File: src/rtl/led_breather.sv
// Breathing-LED PWM driver: ramps duty up, holds, ramps down, holds, once per synchronised tick.
// Optional macro LED_BREATHER_GAMMA_EN squares the duty before the PWM compare.
module led_breather #(
  parameter int PWM_W          = 8,
  parameter int STEP           = 16,
  parameter int HOLD_TICKS     = 4,
  parameter int LED_ACTIVE_LOW = 0
) (
  input  logic             clk_in,
  input  logic             rst_in,
  input  logic             en_in,
  input  logic             tick_in,
  output logic             led_out,
  output logic [PWM_W-1:0] duty_out,
  output logic [2:0]       state_out,
  output logic             cycle_done
);

  localparam int               HOLD_W    = (HOLD_TICKS > 1) ? $clog2(HOLD_TICKS) : 1;
  localparam logic [PWM_W-1:0] DUTY_MAX  = '1;
  localparam logic [PWM_W-1:0] STEP_V    = PWM_W'(STEP);
  localparam logic [HOLD_W-1:0] HOLD_LAST = HOLD_W'(HOLD_TICKS - 1);
  localparam logic             LED_POL   = (LED_ACTIVE_LOW != 0);

  typedef enum logic [2:0] {
    IDLE      = 3'd0,
    RAMP_UP   = 3'd1,
    HOLD_HIGH = 3'd2,
    RAMP_DOWN = 3'd3,
    HOLD_LOW  = 3'd4
  } state_t;

  state_t             state_q;
  logic [PWM_W-1:0]   duty_q;
  logic [PWM_W-1:0]   pwm_cnt_q;
  logic [PWM_W-1:0]   duty_eff;
  logic [HOLD_W-1:0]  hold_cnt_q;
  logic               sync1_q, sync2_q, sync3_q;
  logic               step;
  logic               cycle_done_q;
  logic               led_q;

  // Two flops resynchronise tick_in; the third gives a one-clock rising-edge pulse.
  always_ff @(posedge clk_in) begin
    if (rst_in) begin
      sync1_q <= 1'b0;
      sync2_q <= 1'b0;
      sync3_q <= 1'b0;
    end else begin
      sync1_q <= tick_in;
      sync2_q <= sync1_q;
      sync3_q <= sync2_q;
    end
  end

  assign step = sync2_q & ~sync3_q;

  always_ff @(posedge clk_in) begin
    if (rst_in) begin
      state_q      <= IDLE;
      duty_q       <= '0;
      hold_cnt_q   <= '0;
      cycle_done_q <= 1'b0;
    end else begin
      cycle_done_q <= 1'b0;
      if (!en_in) begin
        state_q    <= IDLE;
        duty_q     <= '0;
        hold_cnt_q <= '0;
      end else begin
        case (state_q)
          IDLE: begin
            duty_q     <= '0;
            hold_cnt_q <= '0;
            state_q    <= RAMP_UP;
          end
          RAMP_UP: if (step) begin
            // Saturate at full brightness rather than let the add wrap.
            if (duty_q >= DUTY_MAX - STEP_V) begin
              duty_q     <= DUTY_MAX;
              hold_cnt_q <= '0;
              state_q    <= HOLD_HIGH;
            end else begin
              duty_q <= duty_q + STEP_V;
            end
          end
          HOLD_HIGH: if (step) begin
            if (hold_cnt_q == HOLD_LAST) begin
              hold_cnt_q <= '0;
              state_q    <= RAMP_DOWN;
            end else begin
              hold_cnt_q <= hold_cnt_q + HOLD_W'(1);
            end
          end
          RAMP_DOWN: if (step) begin
            if (duty_q <= STEP_V) begin
              duty_q     <= '0;
              hold_cnt_q <= '0;
              state_q    <= HOLD_LOW;
            end else begin
              duty_q <= duty_q - STEP_V;
            end
          end
          HOLD_LOW: if (step) begin
            if (hold_cnt_q == HOLD_LAST) begin
              hold_cnt_q   <= '0;
              state_q      <= RAMP_UP;
              cycle_done_q <= 1'b1;
            end else begin
              hold_cnt_q <= hold_cnt_q + HOLD_W'(1);
            end
          end
          default: begin
            state_q    <= IDLE;
            duty_q     <= '0;
            hold_cnt_q <= '0;
          end
        endcase
      end
    end
  end

`ifdef LED_BREATHER_GAMMA_EN
  // Squaring approximates a perceptual gamma curve; keep the upper half of the product.
  logic [2*PWM_W-1:0] duty_wide;
  logic [2*PWM_W-1:0] duty_sq;
  assign duty_wide = {{PWM_W{1'b0}}, duty_q};
  assign duty_sq   = duty_wide * duty_wide;
  assign duty_eff  = duty_sq[2*PWM_W-1:PWM_W];
`else
  assign duty_eff = duty_q;
`endif

  always_ff @(posedge clk_in) begin
    if (rst_in) begin
      pwm_cnt_q <= '0;
      led_q     <= LED_POL;
    end else begin
      pwm_cnt_q <= pwm_cnt_q + PWM_W'(1);
      led_q     <= (pwm_cnt_q < duty_eff) ^ LED_POL;
    end
  end

  assign led_out    = led_q;
  assign duty_out   = duty_q;
  assign state_out  = state_q;
  assign cycle_done = cycle_done_q;

endmodule

File: config.mk
export PLATFORM = sky130hd
export DESIGN_NAME = led_breather
export DESIGN_NICKNAME = d
export VERILOG_FILES = /design/src/rtl/led_breather.sv
export SDC_FILE = /design/constraint.sdc
export NUM_CORES = 1
export LEC_CHECK = 0
export BUFFER_PORTS_ARGS = -buffer_cell sky130_fd_sc_hd__buf_2
export CAP_MARGIN = 10
export CORE_ASPECT_RATIO = 1.1
export CORE_MARGIN = 4
export CORE_UTILIZATION = 51
export DETAILED_ROUTE_END_ITERATION = 10
export PLACE_DENSITY = 0.78
export SLEW_MARGIN = 20
export SYNTH_ARGS = -nofsm -noshare
export SYNTH_HDL_FRONTEND = slang
export SYNTH_SLANG_ARGS = --single-unit
File: constraint.sdc
create_clock -name clk_in -period 1.4 [get_ports clk_in]
set_input_delay 0.28 -clock clk_in [delete_from_list [all_inputs] [get_ports clk_in]]
set_output_delay 0.28 -clock clk_in [all_outputs]
set_load 0.01 [all_outputs]
Word-level counts from Yosys, hierarchy flattened
Index checks and enable logic that the tools add are counted.
{"block": "word_totals", "ff_bits": 26, "inputBits": 4, "output_inout_bits": 13, "elab_cells": 65}
{"block": "op_classes", "n_addsub": 4, "magnitude_cmp": 3, "eq_ne": 14, "muxes": 22, "bitwise": 6, "n_reduce_logical": 7}
{"cell": "$mux W8", "count": 4}
{"cell": "$mux W3", "count": 8}
{"cell": "$pmux W8 S3", "count": 1}
{"cell": "$ne A2 B2 Y1 const B", "count": 8}
{"cell": "$pmux W3 S5", "count": 1}
{"cell": "$mux W2", "count": 6}
{"cell": "$add A8 B1 Y8 const B", "count": 1}
{"cell": "$add A8 B5 Y8 const B", "count": 1}
{"cell": "$ge A8 B8 Y1 const B", "count": 1}
{"cell": "$le A8 B5 Y1 const B", "count": 1}
{"cell": "$lt A8 B8 Y1", "count": 1}
{"cell": "$reduce_and A8 Y1", "count": 1}
{"cell": "$sub A8 B5 Y8 const B", "count": 1}
{"cell": "$eq A3 B2 Y1 const B", "count": 2}
{"cell": "$pmux W2 S3", "count": 1}
{"cell": "$not A1 Y1", "count": 5}
{"cell": "$reduce_and A5 Y1", "count": 1}
{"cell": "$reduce_or A2 Y1", "count": 2}
{"cell": "$reduce_or A4 Y1", "count": 1}
{"cell": "$eq A3 B1 Y1 const B", "count": 1}
{"cell": "$eq A3 B3 Y1 const B", "count": 1}
{"cell": "$logic_not A3 Y1", "count": 1}
{"cell": "$reduce_and A3 Y1", "count": 1}
{"cell": "$add A2 B1 Y2 const B", "count": 1}
{"cell": "4 further kinds", "count": 4}

Depth between registers and ports, before layout
Gate-level depths: netlist of run 1.
{"block": "depth", "depth_word": 4, "mapped_depth": 7, "ltp_nobuf": 7}

Worst setup path after synthesis of run 1
No wires, ideal clock.
{"block": "synth_path", "kind": "flip-flop to flip-flop", "startpoint": "register duty_q[4] (netlist: duty_out[4])", "endpoint": "register hold_cnt_q[0]", "setup_time_ps": 117, "t_arrival_ps": 1547, "t_required_ps": 1283, "slack_ps": -264, "path_stages_with_launch": 7, "n_path_buf": 0, "synth_period_minus_slack_ps": 1664, "path_cell_list": "dfxtp_1 > inv_1 > ha_1 > a211o_1 > a31oi_1 > a211oi_2 > a32o_1"}
{"block": "synth_between", "elab_chain_cells": 3, "word_cells_on_any_way": 5, "classes_between": "order compare (2); eq/ne (2); reduce/logical (1)"}
{"item": "start, declared", "line": "34", "source": "logic [PWM_W-1:0] duty_q;"}
{"item": "start signal, assigned", "line": "84", "source": "duty_q <= duty_q + STEP_V;"}
{"item": "start signal, assigned", "line": "101", "source": "duty_q <= duty_q - STEP_V;"}
{"item": "$le A8 B5 Y1 / $ge A8 B8 Y1 (equally long branches)", "line": "96, 79"}
{"item": "$ne A2 B2 Y1 (no line)"}
{"item": "$reduce_and A5 Y1 (no line) (*)"}
{"item": "end signal, assigned", "line": "92", "source": "hold_cnt_q <= hold_cnt_q + HOLD_W'(1);"}
{"item": "end signal, assigned", "line": "110", "source": "hold_cnt_q <= hold_cnt_q + HOLD_W'(1);"}
{"item": "end, declared", "line": "37", "source": "logic [HOLD_W-1:0] hold_cnt_q;"}
Mark *: on every way between the ends. The rest lies on a longest branch, timed or not.
A chain may end at the register's enable or synchronous reset.

Worst setup path in the final report of run 1
Ends and elaborated chain as after synthesis.

==> results of run 1 <==
critical path, delay by kind of cell (launching register included):
family,cells,cell delay [ns]
adders and majority gates,1,0.16
DFF,1,0.42
AOI/OAI and AO/OA,4,0.77
buffers and inverters,1,0.06
sequential cells by signal, indices dropped and copies added (netlist names):
| name | count |
|---|---|
| led_out | 1 |
| duty_out | 5 |
| state_out | 3 |
| sync3_q | 1 |
| sync1_q | 1 |
| pwm_cnt_q | 8 |
| sync2_q | 1 |
| hold_cnt_q | 2 |
| cycle_done | 1 |
layer usage:
| metal | vias up | track usage, % |
|---|---|---|
| met5 | - | 0 |
| met4 | 0 | 7.25 |
| met3 | 8 | 2.89 |
| met2 | 26 | 32.6 |
| met1 | 591 | 21.0 |
| li1 | 630 | - |
power by group:
| group | switching (W) | internal (W) | total [W] |
|---|---|---|---|
| Clock | 0.000199 | 0.000111 | 0.000310 |
| Sequential | 0.0000130 | 0.000663 | 0.000676 |
| Combinational | 0.0000649 | 0.0000606 | 0.000126 |
cells by family after synthesis:
kind of cell	after synthesis	synth area share (%)
AOI/OAI and AO/OA	42	21.8
xor gates and xnor gates	8	5.06
adders and majority gates	13	11.7
buffers and inverters	18	6.87
DFF	23	33.2
muxes	1	0.723
and+or+nand+nor	56	20.6
how the worst min path moves through the flow:
stage,start,slack [ns],end
3_3_place_gp,sync1_q,0.42,sync2_q
4_1_cts,tick_in,0.18,sync1_q
5_1_grt,tick_in,0.17,sync1_q
2_1_floorplan,rst_in,0.35,sync3_q
6_report,tick_in,0.18,sync1_q
3_5_place_dp,sync1_q,0.44,sync2_q
cell type report:
type	instances	area, um^2	share of cell area, %
multi-input cells	120	946	54.1
clock buffers	4	26.3	1.50
flip-flops and latches	23	477	27.3
well taps	31	38.8	2.22
repair buffers	36	230	13.2
inverters	7	31.3	1.79
cell usage in the layout, fill, tap and decap left out, drive strengths merged:
cell	count
o211ai	2
nor2b	5
or3b	1
ha	13
a31oi	3
a32oi	2
a21oi	5
o2bb2ai	1
o31ai	1
o21bai	1
o22ai	1
and2	2
o311ai	1
a311oi	1
nor3b	1
inv	7
a211o	2
a2bb2oi	1
nand2b	5
xnor2	4
a21o	3
buf	36
and3	2
o21ai	11
clkbuf	4
a32o	2
a211oi	2
o21a	3
nand3	8
nor3	6
and3b	1
nor2	18
mux2i	1
and2b	1
xor2	4
nand2	6
dfxtp	23
repair_timing:
item                       in CTS  in global routing
setup buffers                   1                  1
gates cloned                    0                  0
setup endpoints to repair      13                 11
pin swaps                       9                 16
hold buffers                    0                  0
gates resized for setup        14                 18
through the flow:
| step | instances | setup slack, ns |
|---|---|---|
| floorplan | 161 | -0.0505 |
| global placement | 216 | -0.0979 |
| detailed placement | 216 | -0.123 |
| CTS | 221 | -0.110 |
| global route | 221 | -0.155 |
| finish | 221 | -0.109 |
==> out/metrics.cfg, run 1 <==
[route]
vias = 1255
routedLengthMet1_um = 1300
avgViaCountPerCell = 5.68
dr.max_layer_used = met4
dr.pass1.iters = 4
first_iter_violations = 12
route.met3.wl_um = 98
finalWirelength_um = 3160
drcViolationCount = 0
routedWlPerCell_um = 14.3
route.met2.wl_um = 1700
ant_nets = 0

[logic_synthesis]
syn-num-nets = 178
synth_enable_flop_cells = 0
synth_area_per_cell_um2 = 8.60
ys_ff_latch = 23
yosysTopAreaCell = dfxtp_1
ys_seq_area_share_pct = 33.2
yosysWarnings = 0
async_reset_ff_share_pct = 0
synth_most_common_cell = dfxtp_1
synthFlopType = dfxtp_1
synth_area_leaders = dfxtp_1, ha_1, nor2_1
netlist_instances = 161
synthTopCellsByCount = dfxtp_1, nor2_1, ha_1
synth_area_mm2 = 0.00139
yosysTopAreaCellShare_pct = 33.2
ys_types = 44

[die]
io_pins = 17
fp.coreArea_mm2 = 0.00254
die_w_um = 57.7
die_y_um = 62.7
rows = 19
die-area_mm2 = 0.00361
start_util_pct = 54.5

[flow_run]
cap_violations = 0

[clock_network]
path_clk_slew_ns = 0.13
worstSkewPairLatency_ns = 0.30
cts_buffers = 3
cts_tree = yes
cts_root_buffer = clkbuf_4
clock_sinks = 23
htree_levels = 1
cts_buffer_depth = 2

[outcome]
violations = setup timing
status = finished with violations

[final_layout]
fill_cells = 203
diodes = 0
postLayoutCoreUtil_pct = 68.8
area_delta_synth_final_pct = 26.3
final_layout_size_suffix_gt1_share_pct = 37.9
fin_area_mm2 = 0.00175
layout.nets = 208

[timing]
finalHoldViolCount = 0
max_freq_ghz = 0.663
slew_headroom_pct = 80.3
fin_ws_ns = -0.109
clock_skew_ns = 0.00116
finalSetupTns_ns = -0.572
setup_viol = 9
slew_violations = 0
whs_ns = 0.176
rsz0062_at_grt = true
worst_slew_pin_slew_ns = 0.291
fin_crit_sh_pct = 108
period_needed_ns = 1.51

[placed_design]
port_buffers = 16
gp_congestion = 0.853
dp_hpwl_um = 2330
placed_cell_area_mm2 = 0.00159

[setup_path]
critPathMaxStageDelay_ns = 0.42
ff2ff_setup_slack_ns = -0.11
crit_start = duty_out[4]
crit_path_cell_trace = inv_4 -> ha_4 -> a211o_1 -> a31oi_2 -> a211oi_2 -> a32o_1
required_ns = 1.61
critPathArrivalTime_ns = 1.72
cp_slowest_cell = dfxtp_4
critical_path.max_fanout = 4
path_class = reg -> reg
worstRegToRegCells = 6
timing.rr.end = hold_cnt_q[0]
crit_end = hold_cnt_q[0]
start_kind = register
cp-end-kind = register
r2r-start = duty_out[4]

[min_path]
hp-class = in -> reg
holdPathStages = 2

[power]
p_per_area_mw_per_mm2 = 636
ir_worst_vdd_uv = 798
p_leak_nw = 0.748
finalPower_w = 0.00111

[global_routing]
grt_use_total_pct = 18.2
gr-total-overflow = 0
grt_pass1_vias = 1251
grt_max_degree = 15
grt_pass1_wl_um = 5290
antenna_found_initial = 0

(Power assumes the default switching activity.)
==> run 2: changes to the inputs <==
Settings changed: CORE_UTILIZATION 51 to 61, PLACE_DENSITY 0.78 to 0.83.
Clock period 1.4 ns to 1.9 ns, I/O delays scaled along.
==> run 2 against run 1 <==
The run now ends clean. Hold slack better by 0.12 ns. Clock skew is 0.0052 ns higher. Final cell count decreased by 9.5%. Register-to-register slack improved by 0.25 ns. Critical endpoint is now duty_out[6]. Largest power group unchanged.
==> out/metrics.cfg, run 2 (synthesis gave the netlist of run 1 again) <==
[final_layout]
largest_register_ffs = 8  ; unchanged
regMostFlops = pwm_cnt_q
final_cell_mix = dfxtp_1, nor2_1, buf_2
area_delta_synth_final_pct = 6.50
final_layout_size_suffix_gt1_share_pct = 16.9  ; -21 points
layout.nets = 190  ; -8.7%
fill_cells = 184  ; -9.4%
diodes = 0  ; unchanged
layout_commonest_cell = dfxtp_1

[timing]
period_needed_ns = 1.76  ; +0.252 ns
worst_slew_pin_slew_ns = 0.557  ; +0.266 ns
slew_headroom_pct = 62.8  ; -17 points
finalSetupTns_ns = 0  ; +0.572 ns
setup_viol = 0  ; -9
rsz0062_at_grt = false
finalHoldViolCount = 0  ; unchanged
slew_violations = 0  ; unchanged
clock_skew_ns = 0.00634  ; +0.00518 ns
fin_crit_sh_pct = 92.7  ; -15 points
max_freq_ghz = 0.568  ; -14%

[setup_path]
required_ns = 2.13  ; +0.52 ns
path_class = reg -> reg
start_kind = register
critical_path.max_fanout = 7  ; +3
cp-end-kind = register
critPathArrivalTime_ns = 1.99  ; +0.27 ns

[power]
p_leak_nw = 0.635  ; -15%
finalPower_w = 0.000800  ; -28%
p_per_area_mw_per_mm2 = 542  ; -15%
ir_worst_vdd_uv = 408  ; -49%

[placed_design]
port_buffers = 16  ; unchanged
dp_hpwl_um = 2120  ; -9.1%
gp_congestion = 0.947  ; +11%

[clock_network]
cts_hold_buf = 0  ; unchanged
cts_tree = yes
worstSkewPairLatency_ns = 0.30  ; about the same
clock_sinks = 23  ; unchanged
htree_levels = 1  ; unchanged
cts_root_buffer = clkbuf_4
cts_buffers = 3  ; unchanged
cts_buffer_depth = 2  ; unchanged
path_clk_slew_ns = 0.13  ; about the same

[die]
io_pins = 17  ; unchanged
fp.coreArea_mm2 = 0.00208  ; -18%
die_y_um = 58.0  ; -7.5%
die_w_um = 53.4  ; -7.4%
die-area_mm2 = 0.00310  ; -14%
rows = 17  ; -2
start_util_pct = 66.4  ; +12 points

[global_routing]
grt_max_degree = 19  ; +4
grt_pass1_wl_um = 4530  ; -14%
grt_pass1_vias = 1115  ; -11%
antenna_found_initial = 0  ; unchanged
grt_use_total_pct = 19.0  ; +0.78 points
gr-total-overflow = 0  ; unchanged

[flow_run]
cap_violations = 0  ; unchanged

[route]
dr.pass1.iters = 5  ; +1
routedWlPerCell_um = 13.5  ; -5.6%
first_iter_violations = 24  ; +12
avgViaCountPerCell = 5.90  ; +3.8%
ant_nets = 0  ; unchanged
drcViolationCount = 0  ; unchanged
vias = 1179  ; -6.1%
finalWirelength_um = 2700  ; -15%

[outcome]
status = finished clean

[min_path]
hp-class = in -> reg

## run 2: cell types whose count changed in the layout (fill, tap and decap cells not counted), sizes merged
cell,change
buf,-18
clkbuf,-1
clkinv,+1
## run 2: final cells by class
type                    count  area [um^2]  share of cell area (%)
flip-flops and latches     23          462                    31.3
clock buffers               3         22.5                    1.53
repair buffers             18         95.1                    6.45
clock inverters             1         5.00                   0.339
multi-input cells         120          830                    56.2
inverters                   7         26.3                    1.78
well taps                  28         35.0                    2.37
## run 2: path summary, 6_finish.rpt
check,cells past startpoint,endpoint,slack (ns),startpoint
max,7,duty_out[6],0.14,duty_out[5]
min,2,sync1_q,0.30,tick_in
max reg2reg,7,duty_out[6],0.14,duty_out[5]
min reg2reg,1,sync2_q,0.46,sync1_q
## run 2: power by group
group | leakage [nW] | switching, W | internal, W | total [W]
Clock | 0.0177 | 0.000146 | 0.0000783 | 0.000225
Sequential | 0.187 | 0.0000105 | 0.000494 | 0.000505
Combinational | 0.430 | 0.0000391 | 0.0000310 | 0.0000702
Total | 0.635 | 0.000196 | 0.000604 | 0.000800
## run 2: repair_timing
action	CTS	global route
setup endpoints to repair	0	1
endpoints found under the hold margin	0	0
setup buffers	0	0
resized for setup	0	1
## run 2: stage by stage
stage | hold WS, ns | utilization [%] | setup WS, ns | area (um^2) | cells
detailed placement | 0.432 | 69.4 | 0.181 | 1450 | 196
CTS | 0.291 | 70.7 | 0.136 | 1470 | 200
global placement | 0.416 | 69.4 | 0.236 | 1450 | 196
finish | 0.295 | 70.8 | 0.139 | 1480 | 200
global route | 0.311 | 70.8 | 0.0103 | 1480 | 200
floorplan | 0.414 | - | 0.236 | 1390 | 161
## run 2: worst max-delay path, cell delays in order (launching register included)
cell and delay [ns]:
dfxtp_1 0.45, inv_1 0.11, ha_1 0.20, nor2b_1 0.15, o21a_1 0.25, o21ai_1 0.14, o311ai_1 0.12, a311oi_2 0.26
## run 2: layer usage
layer | up-vias | wire length (um) | global-route usage (%)
met5 | - | 0 | 0
met2 | 33 | 1450 | 37.3
met3 | 4 | 133 | 2.31
li1 | 594 | - | -
met4 | 0 | 38 | 6.20
met1 | 548 | 1070 | 19.9
